## src/rtl/as_gpio_mon_pkg.sv

```systemverilog
// Shared types for the GPIO write monitor: FSM states, failure codes and the
// expectation-queue entry. Default widths match the RV64I core's GPIO port.
package as_pack;

  localparam int nr_gpios        = 16;
  localparam int gpio_addr_width = 8;

  typedef enum logic [1:0] {
    ST_IDLE  = 2'd0,
    ST_ARMED = 2'd1,
    ST_PASS  = 2'd2,
    ST_FAIL  = 2'd3
  } mon_state_t;

  typedef enum logic [1:0] {
    FAIL_NONE    = 2'd0,
    FAIL_DATA    = 2'd1,
    FAIL_ADDR    = 2'd2,
    FAIL_TIMEOUT = 2'd3
  } mon_fail_t;

  typedef struct packed {
    logic [gpio_addr_width-1:0] addr;
    logic [nr_gpios-1:0]        data;
    logic [nr_gpios-1:0]        mask;
  } mon_exp_t;

endpackage

```

## src/rtl/as_gpio_mon_fifo.sv

```systemverilog
// Synchronous FIFO with show-ahead head, used as the expectation queue.
// Push is dropped when full and pop when empty; flush clears the occupancy.
module as_sync_fifo #(
  parameter int W     = 8,
  parameter int DEPTH = 16
) (
  input  logic                       clk_i,
  input  logic                       rst_i,
  input  logic                       flush_i,
  input  logic                       push_i,
  input  logic [W-1:0]               din_i,
  input  logic                       pop_i,
  output logic [W-1:0]               head_o,
  output logic                       full_o,
  output logic                       empty_o,
  output logic [$clog2(DEPTH):0]     count_o
);

  localparam int AW = $clog2(DEPTH);
  localparam logic [AW:0] FULL_CNT = (AW+1)'(DEPTH);

  logic [W-1:0]  r_mem [DEPTH];
  logic [AW-1:0] r_wr;
  logic [AW-1:0] r_rd;
  logic [AW:0]   r_cnt;
  logic          w_push;
  logic          w_pop;

  assign full_o  = (r_cnt == FULL_CNT);
  assign empty_o = (r_cnt == '0);
  assign count_o = r_cnt;
  assign head_o  = r_mem[r_rd];
  assign w_push  = push_i && !full_o;
  assign w_pop   = pop_i && !empty_o;

  always_ff @(posedge clk_i) begin
    if (rst_i || flush_i) begin
      r_wr  <= '0;
      r_rd  <= '0;
      r_cnt <= '0;
    end else begin
      if (w_push) r_wr <= r_wr + AW'(1);
      if (w_pop)  r_rd <= r_rd + AW'(1);
      r_cnt <= r_cnt + (AW+1)'(w_push) - (AW+1)'(w_pop);
    end
  end

  // Storage needs no reset: occupancy alone decides what is valid.
  always_ff @(posedge clk_i) begin
    if (w_push && !rst_i && !flush_i) r_mem[r_wr] <= din_i;
  end

endmodule

```

## src/rtl/as_gpio_mon.sv

```systemverilog
// GPIO write monitor: checks chip-select strobes against an ordered queue of
// (addr, data, mask) expectations. Optional watchdog: AS_GPIO_MON_TIMEOUT_EN.
module as_gpio_mon
  import as_pack::*;
#(
  parameter int GPIO_W      = nr_gpios,
  parameter int ADDR_W      = gpio_addr_width,
  parameter int EXP_DEPTH   = 16,
  parameter int WIN_BASE    = 4,
  parameter int NR_CH       = 4,
  parameter int STRICT      = 1,
  parameter int TIMEOUT_CYC = 4096
) (
  input  logic                           clk_i,
  input  logic                           rst_i,
  input  logic                           cs_i,
  input  logic [ADDR_W-1:0]              gpioAddr_i,
  input  logic [GPIO_W-1:0]              gpio_i,
  input  logic                           ld_valid_i,
  output logic                           ld_ready_o,
  input  logic [ADDR_W-1:0]              ld_addr_i,
  input  logic [GPIO_W-1:0]              ld_data_i,
  input  logic [GPIO_W-1:0]              ld_mask_i,
  input  logic                           arm_i,
  input  logic                           clr_i,
  output logic                           done_o,
  output logic                           pass_o,
  output logic                           fail_o,
  output logic [1:0]                     fail_code_o,
  output logic [ADDR_W-1:0]              fail_addr_o,
  output logic [GPIO_W-1:0]              fail_data_o,
  output logic [$clog2(EXP_DEPTH+1)-1:0] match_cnt_o,
  output logic [7:0]                     stray_cnt_o,
  output mon_state_t                     dbg_state_o
);

  localparam int CW = $clog2(EXP_DEPTH+1);
  localparam int QW = $clog2(EXP_DEPTH);
  localparam logic [ADDR_W:0] WIN_LO = (ADDR_W+1)'(WIN_BASE);
  localparam logic [ADDR_W:0] WIN_HI = (ADDR_W+1)'(WIN_BASE + NR_CH);

  mon_state_t        r_state;
  logic              r_done, r_pass, r_fail;
  mon_fail_t         r_code;
  logic [ADDR_W-1:0] r_faddr;
  logic [GPIO_W-1:0] r_fdata;
  logic [CW-1:0]     r_match;
  logic [7:0]        r_stray;

  mon_exp_t          w_ld_entry;
  mon_exp_t          w_head;
  logic              w_full, w_empty;
  logic [QW:0]       w_count;
  logic              w_push, w_pop, w_in_win, w_armed_act;
  logic              w_fail_now, w_match_now, w_stray_now, w_last;
  mon_fail_t         w_code;
  logic              w_wdog_hit;

  assign w_ld_entry = '{addr: ld_addr_i, data: ld_data_i, mask: ld_mask_i};
  assign ld_ready_o = ((r_state == ST_IDLE) || (r_state == ST_ARMED)) && !w_full;
  assign w_push     = ld_valid_i && ld_ready_o;
  assign w_in_win   = ({1'b0, gpioAddr_i} >= WIN_LO) && ({1'b0, gpioAddr_i} < WIN_HI);
  // arm_i outranks strobes, so a strobe coinciding with arm is not processed.
  assign w_armed_act = (r_state == ST_ARMED) && !arm_i && !clr_i;
  assign w_pop      = w_armed_act && cs_i && w_in_win;
  assign w_last     = (w_count == (QW+1)'(1)) && !w_push;

  as_sync_fifo #(
    .W     ($bits(mon_exp_t)),
    .DEPTH (EXP_DEPTH)
  ) u_queue (
    .clk_i   (clk_i),
    .rst_i   (rst_i),
    .flush_i (clr_i),
    .push_i  (w_push),
    .din_i   (w_ld_entry),
    .pop_i   (w_pop),
    .head_o  (w_head),
    .full_o  (w_full),
    .empty_o (w_empty),
    .count_o (w_count)
  );

`ifdef AS_GPIO_MON_TIMEOUT_EN
  localparam int WW = $clog2(TIMEOUT_CYC + 1);
  localparam logic [WW-1:0] WD_LIM = WW'(TIMEOUT_CYC - 1);
  logic [WW-1:0] r_wdog;

  // Saturates at the limit so a timeout masked by a stray strobe still fires.
  always_ff @(posedge clk_i) begin
    if (rst_i || clr_i || r_state != ST_ARMED || arm_i || (cs_i && w_in_win))
      r_wdog <= '0;
    else if (r_wdog != WD_LIM)
      r_wdog <= r_wdog + WW'(1);
  end
  assign w_wdog_hit = (r_state == ST_ARMED) && (r_wdog == WD_LIM);
`else
  assign w_wdog_hit = 1'b0 & (TIMEOUT_CYC > 0);
`endif

  always_comb begin
    w_fail_now  = 1'b0;
    w_match_now = 1'b0;
    w_stray_now = 1'b0;
    w_code      = FAIL_NONE;
    if (w_armed_act && cs_i) begin
      if (w_in_win) begin
        if (w_empty || gpioAddr_i != w_head.addr) begin
          w_fail_now = 1'b1;
          w_code     = FAIL_ADDR;
        end else if (((gpio_i ^ w_head.data) & w_head.mask) != '0) begin
          w_fail_now = 1'b1;
          w_code     = FAIL_DATA;
        end else begin
          w_match_now = 1'b1;
        end
      end else begin
        w_stray_now = 1'b1;
        if (STRICT != 0) begin
          w_fail_now = 1'b1;
          w_code     = FAIL_ADDR;
        end
      end
    end else if (w_armed_act && w_wdog_hit) begin
      w_fail_now = 1'b1;
      w_code     = FAIL_TIMEOUT;
    end
  end

  always_ff @(posedge clk_i) begin
    if (rst_i || clr_i) begin
      r_state <= ST_IDLE;
      r_done  <= 1'b0;
      r_pass  <= 1'b0;
      r_fail  <= 1'b0;
      r_code  <= FAIL_NONE;
      r_faddr <= '0;
      r_fdata <= '0;
      r_match <= '0;
      r_stray <= '0;
    end else begin
      case (r_state)
        ST_IDLE: begin
          if (arm_i) begin
            if (w_empty) begin
              r_state <= ST_PASS;
              r_pass  <= 1'b1;
              r_done  <= 1'b1;
            end else begin
              r_state <= ST_ARMED;
            end
          end
        end
        ST_ARMED: begin
          if (w_stray_now && r_stray != 8'hFF) r_stray <= r_stray + 8'd1;
          if (w_fail_now) begin
            r_state <= ST_FAIL;
            r_fail  <= 1'b1;
            r_done  <= 1'b1;
            r_code  <= w_code;
            r_faddr <= (w_code == FAIL_TIMEOUT) ? '0 : gpioAddr_i;
            r_fdata <= (w_code == FAIL_TIMEOUT) ? '0 : gpio_i;
          end else if (w_match_now) begin
            r_match <= r_match + CW'(1);
            if (w_last) begin
              r_state <= ST_PASS;
              r_pass  <= 1'b1;
              r_done  <= 1'b1;
            end
          end
        end
        default: ;
      endcase
    end
  end

  assign done_o      = r_done;
  assign pass_o      = r_pass;
  assign fail_o      = r_fail;
  assign fail_code_o = r_code;
  assign fail_addr_o = r_faddr;
  assign fail_data_o = r_fdata;
  assign match_cnt_o = r_match;
  assign stray_cnt_o = r_stray;
  assign dbg_state_o = r_state;

endmodule
```

## config.mk

```make
export PLATFORM = sky130hd
export DESIGN_NAME = as_gpio_mon
export DESIGN_NICKNAME = d
export VERILOG_FILES = /design/src/rtl/as_gpio_mon_pkg.sv /design/src/rtl/as_gpio_mon_fifo.sv /design/src/rtl/as_gpio_mon.sv
export SDC_FILE = /design/constraint.sdc
export NUM_CORES = 1
export LEC_CHECK = 0
export ABC_CLOCK_PERIOD_IN_PS = 5130
export CAP_MARGIN = 40
export CORE_ASPECT_RATIO = 0.5
export CORE_MARGIN = 3
export CORE_UTILIZATION = 45
export DETAILED_ROUTE_END_ITERATION = 7
export PLACE_DENSITY = 0.63
export SYNTH_ARGS = -nofsm -noshare
export SYNTH_HDL_FRONTEND = slang
export SYNTH_SLANG_ARGS = --single-unit
```

## constraint.sdc

```tcl
create_clock -name clk_i -period 5.13 [get_ports clk_i]
set_input_delay 1.026 -clock clk_i [delete_from_list [all_inputs] [get_ports clk_i]]
set_output_delay 1.026 -clock clk_i [all_outputs]
set_load 0.02 [all_outputs]
```

Word-level counts from Yosys, hierarchy flattened
Memories as Yosys holds them, arrays and structs flattened. A register that Yosys moved wholly into a read port is not among the register bits.
Index checks and enable logic that the tools add are counted.
{ "word_totals": {"regBits": 57, "ram_bits": 640, "inputBits": 70, "output_inout_bits": 45, "elab_cells": 103, "mem_count": 1} }
{ "memory_table": {"columns": ["memory", "words", "word_bits", "read_ports", "rd_ports_with_merged_regs", "wr", "line_no", "rtl"], "rows": [
  ["u_queue.r_mem", 16, 40, 1, 1, 1, "as_gpio_mon_fifo.sv:22", "logic [W-1:0] r_mem [DEPTH];"]
]} }
{ "op_classes": {"addsub": 6, "magnitude_cmp": 2, "n_eq_ne": 13, "muxes": 34, "n_bitwise": 3, "reduce_logical": 32} }
{ "op_table": {"columns": ["op", "count"], "rows": [
  ["2-to-1 mux 1 bit", 19],
  ["bitwise AND 16 bit", 1],
  ["2-to-1 mux 16 bit", 1],
  ["2-to-1 mux 2 bit", 8],
  ["nonzero test 16 bit", 1],
  ["XOR 16 bit", 1],
  ["logical AND 1 bit", 13],
  ["adder 4 x 1 -> 4 bit, second input constant", 2],
  ["adder 8 x 1 -> 8 bit, second input constant", 1],
  [">= comparator 8 x 3 -> 1 bit, second input constant", 1],
  ["less-than comparator 8 x 4 -> 1 bit, second input constant", 1],
  ["2-to-1 mux 4 bit", 2],
  ["2-to-1 mux 8 bit", 1],
  ["inequality test 2 bit, second input constant", 4],
  ["inequality test 8 bit", 1],
  ["inequality test 8 bit, second input constant", 1],
  ["logical NOT 1 bit", 6],
  ["inequality test 3 bit, second input constant", 2],
  ["AND reduction 6 bit", 1],
  ["adder 5 x 1 -> 5 bit", 1],
  ["adder 5 x 1 -> 5 bit, second input constant", 1],
  ["== test 5 x 1 -> 1 bit, second input constant", 1],
  ["== test 5 bit, second input constant", 1],
  ["logical NOT 5 bit", 1],
  ["other kinds (14)", 18]
]} }

Depth between registers and ports, before layout
{ "logic_depth": {"ltp_word": 10, "ltp_mapped": 19} }

Cells and area by module
A second synthesis with hierarchy kept.
{ "hier_totals": {"hier_cells": 1348, "area_unflattened_um2": 27350.0} }
{ "by_module_without_submodules": {"columns": ["module", "instances", "cells_per_inst", "area_each_um2", "seq_area_each_um2"], "rows": [
  ["as_sync_fifo", 1, 1089, 25136.6, 19558.8],
  ["as_gpio_mon", 1, 259, 2213.4, 880.8]
]} }

Worst setup path after synthesis
Ideal clock, no wire load.
{ "synth_timing": {"path_type": "input -> register", "startpoint": "in clr_i", "endpoint": "mem u_queue.r_mem[0][0] in the netlist's numbering, enable pin", "setup_ps": 487, "arrival_time_ps": 4503, "required_ps": 4643, "slack_ps": 140, "stages": 4, "n_path_buf": 1, "cell_sequence": "nor2_1 clkbuf_1 nand3_1 nor3_1"} }
{ "synth_via": {"elab_chain_cells": 4} }
{ "synth_rtl": {"columns": ["item", "line_no", "rtl"], "rows": [
  ["start: declaration", "as_gpio_mon.sv:25", "input logic clr_i,"],
  ["logical NOT 1 bit", "as_gpio_mon_fifo.sv:50", "if (w_push && !rst_i && !flush_i) r_mem[r_wr] <= din_i;"],
  ["logical AND 1 bit", "as_gpio_mon_fifo.sv:50", null],
  ["2-to-1 mux 1 bit", "as_gpio_mon_fifo.sv:50", null],
  ["2-to-1 mux 1 bit (implied by the code)", "as_gpio_mon_fifo.sv:50", null],
  ["end: declaration", "as_gpio_mon_fifo.sv:22", null]
]} }
No other way between the ends.

==> metrics.cfg <==
[clock_tree]
root_buffer = clkbuf_16
ctsHoldBuffers = 0
cts_setup_buffers = 0
worst_skew_pair.late_latency_ns = 0.61
cts_buffers = 60
cts_tree = built
cts_max_path_buffers = 3
path_clk_slew_ns = 0.06
cts-resized-gates = 0
cts_sinks = 701
htree_levels = 2

[synth]
yosysSeqAreaShare = 0.723
ys.flop_type = edfxtp_1
yosysWarnings = 0
synth.distinct_cells = 67
syn_avg_cell_area_um2 = 18.0
ys_seq_elements = 701
synth_cells = 1568
synthTopCellsByArea = edfxtp_1 68%, mux4_2 8.6%, dfxtp_1 4.3%, mux2i_1 2.5%, xor2_1 2.5%
ys_top_cells_by_count = 640 x edfxtp_1, 108 x mux4_2, 80 x xor2_1, 75 x nand2_1, 72 x mux2i_1
netlist.area_leader.share = 0.680
synth_area_um2 = 28300
yosys.area.top_type = edfxtp_1
async_reset_ff_frac = 0
syn_nets = 1652
post-synth-top-count-cell = edfxtp_1
synth-edff-count = 640

[pwr]
p_total_mw = 11.1
leakage_nw = 10.3
vdd.ir_drop.worst_mv = 0.285
p_per_area_nw_per_um2 = 341

[place]
hpwl_um = 38700
place.gp.congestion = 0.778
placed_area_um2 = 30500
port_buffers = 114

[cells_and_area]
drive_above_1_share = 0.166
finalInstanceArea_um2 = 32500
nets = 1794
synthToLayoutAreaGrowth_pct = 14.9
diodes = 0

[routing]
drc = 0
finalWirelength_um = 67000
ant_nets = 0
drt_first_pass_iters = 5
vias = 14921
routedWlPerCell_um = 25.9
drtIter0Drc = 1509
avgViaCountPerCell = 5.77

[worst_setup_path]
path_cells = buf_4 > mux4_2 > and2_1 > a32oi_1 > or4b_1 > or4_1 > and2_1 > buf_16 > o31a_1
path_max_fanout = 28
start_kind = flip-flop
cpPeakStageDelay_ns = 0.74
worst_path_max_delay_cell = dfxtp_4
critPathKind = reg -> reg
arrival_ns = 5.07
cp_data_required_time_ns = 5.62
cpMostUsedCell = and2_1
worstSetupEndpointType = flip-flop

[timing]
finalWorstPathRequiredPeriod_ns = 4.58
setup_violations = 0
fin_crit_sh = 0.892
maxSlewHeadroom = 0.419
skew_ns = 0.0170
rsz0062_at_grt = no
worstMarginPinSlew_ns = 0.872
final_max_slew_viol_count = 0
hold_violations = 0
fmax_ghz = 0.218
fin_tns_setup_ns = 0

[die]
die_h_um = 183
dieArea_um2 = 66100
start_util = 0.459
rows = 64
ios = 115
die_width_um = 361
coreArea_um2 = 61700

[global_route]
antenna_found_initial = 2
grt_use_total = 0.201
grt_max_degree = 60
grt_pass1_wl_um = 98300
grt_remaining_overflow = 0
first_global_vias = 14579

[run_status]
status = complete, no violations

[job]
cap_violations = 0

[hold_path]
holdCritPathClass = reg -> reg

==> cells by family after synthesis <==
group                      after synthesis  share of synthesized area
DFF                                    701                      0.723
xor gates and xnor gates               108                     0.0335
AOI/OAI and AO/OA                      147                     0.0394
buffers and inverters                  105                     0.0242
adders and majority gates               14                    0.00646
and+or+nand+nor                        295                     0.0512
muxes                                  198                      0.122
==> sequential cells by signal (all words and copies together) (netlist names), 2 cells and up, named ones only <==
signal / count
dbg_state_o: 2
fail_data_o: 16
fail_code_o: 2
match_cnt_o: 5
fail_addr_o: 8
u_queue.count_o: 5
u_queue.r_mem: 640
stray_cnt_o: 8
u_queue.r_wr: 4
u_queue.r_rd: 4
==> path summary, 6_finish.rpt <==
check | from | end | slack, ns | depth (start not counted)
hold reg to reg | fail_o | fail_o | 0.46 | 2
hold / removal | fail_o | fail_o | 0.46 | 2
setup / recovery | flip-flop | dbg_state_o[1] | 0.55 | 9
setup reg to reg | flip-flop | dbg_state_o[1] | 0.55 | 9
==> critical path, delay by kind of cell, from the launching register on <==
kind                   cells  cell delay [ns]
DFF                        1             0.74
muxes                      1             0.55
AOI/OAI and AO/OA          2             0.67
and+or+nand+nor            4             1.64
buffers and inverters      2             0.78
==> where the power goes <==
part / leakage, nW / internal, mW / switching [mW]
combinational: 3.08 / 0.113 / 0.194
clock: 0.954 / 2.52 / 2.01
sequential: 6.25 / 6.24 / 0.00824
==> layout make-up <==
| class | instances | area, um^2 |
|---|---|---|
| clock inverters | 38 | 348 |
| inverters | 15 | 56.3 |
| multi-input cells | 762 | 7270 |
| flip-flops and latches | 701 | 20500 |
| fillers | 4862 | 29200 |
| repair buffers | 170 | 1720 |
| well taps | 825 | 1030 |
| clock buffers | 76 | 1600 |
==> metal layers <==
metal	up-vias	track usage	wire length [um]
li1	6519	-	-
met1	7788	0.296	29900
met2	528	0.321	31700
met3	84	0.0324	4290
met4	2	0.0407	1130
met5	-	0	13
==> per-stage QoR <==
stage / utilization / setup slack (ns) / hold slack [ns] / std cells
2_1_floorplan: - / 0.140 / 0.485 / 1568
3_3_place_gp: 0.495 / 0.386 / 0.449 / 2471
3_5_place_dp: 0.495 / 0.396 / 0.460 / 2472
4_1_cts: 0.527 / 0.556 / 0.469 / 2586
5_1_grt: 0.527 / 0.347 / 0.492 / 2587
6_report: 0.527 / 0.553 / 0.463 / 2587
==> placed cells by master (no fill, tap or decap), types with 8 or more instances in the layout <==
master and count:
edfxtp_1 640, clkdlybuf4s50_1 114, mux4_2 108, xor2_1 80, nand2_1 75, mux2i_1 72
clkbuf_16 62, dfxtp_1 58, nand3_1 56, nor2_1 51, buf_4 43, xnor2_1 28
and3_1 26, o311ai_1 24, a21oi_1 19, a2bb2oi_1 19, a22oi_1 15, clkinv_2 15
clkbuf_1 14, and2_1 13, nor2_4 13, clkinv_1 13, ha_1 13, inv_1 12
or3_1 12, nand2b_1 11, buf_12 11, o21ai_0 10, mux2_2 10, nor3_1 9
nand4_1 8
Power figures use the tool's default switching activity.
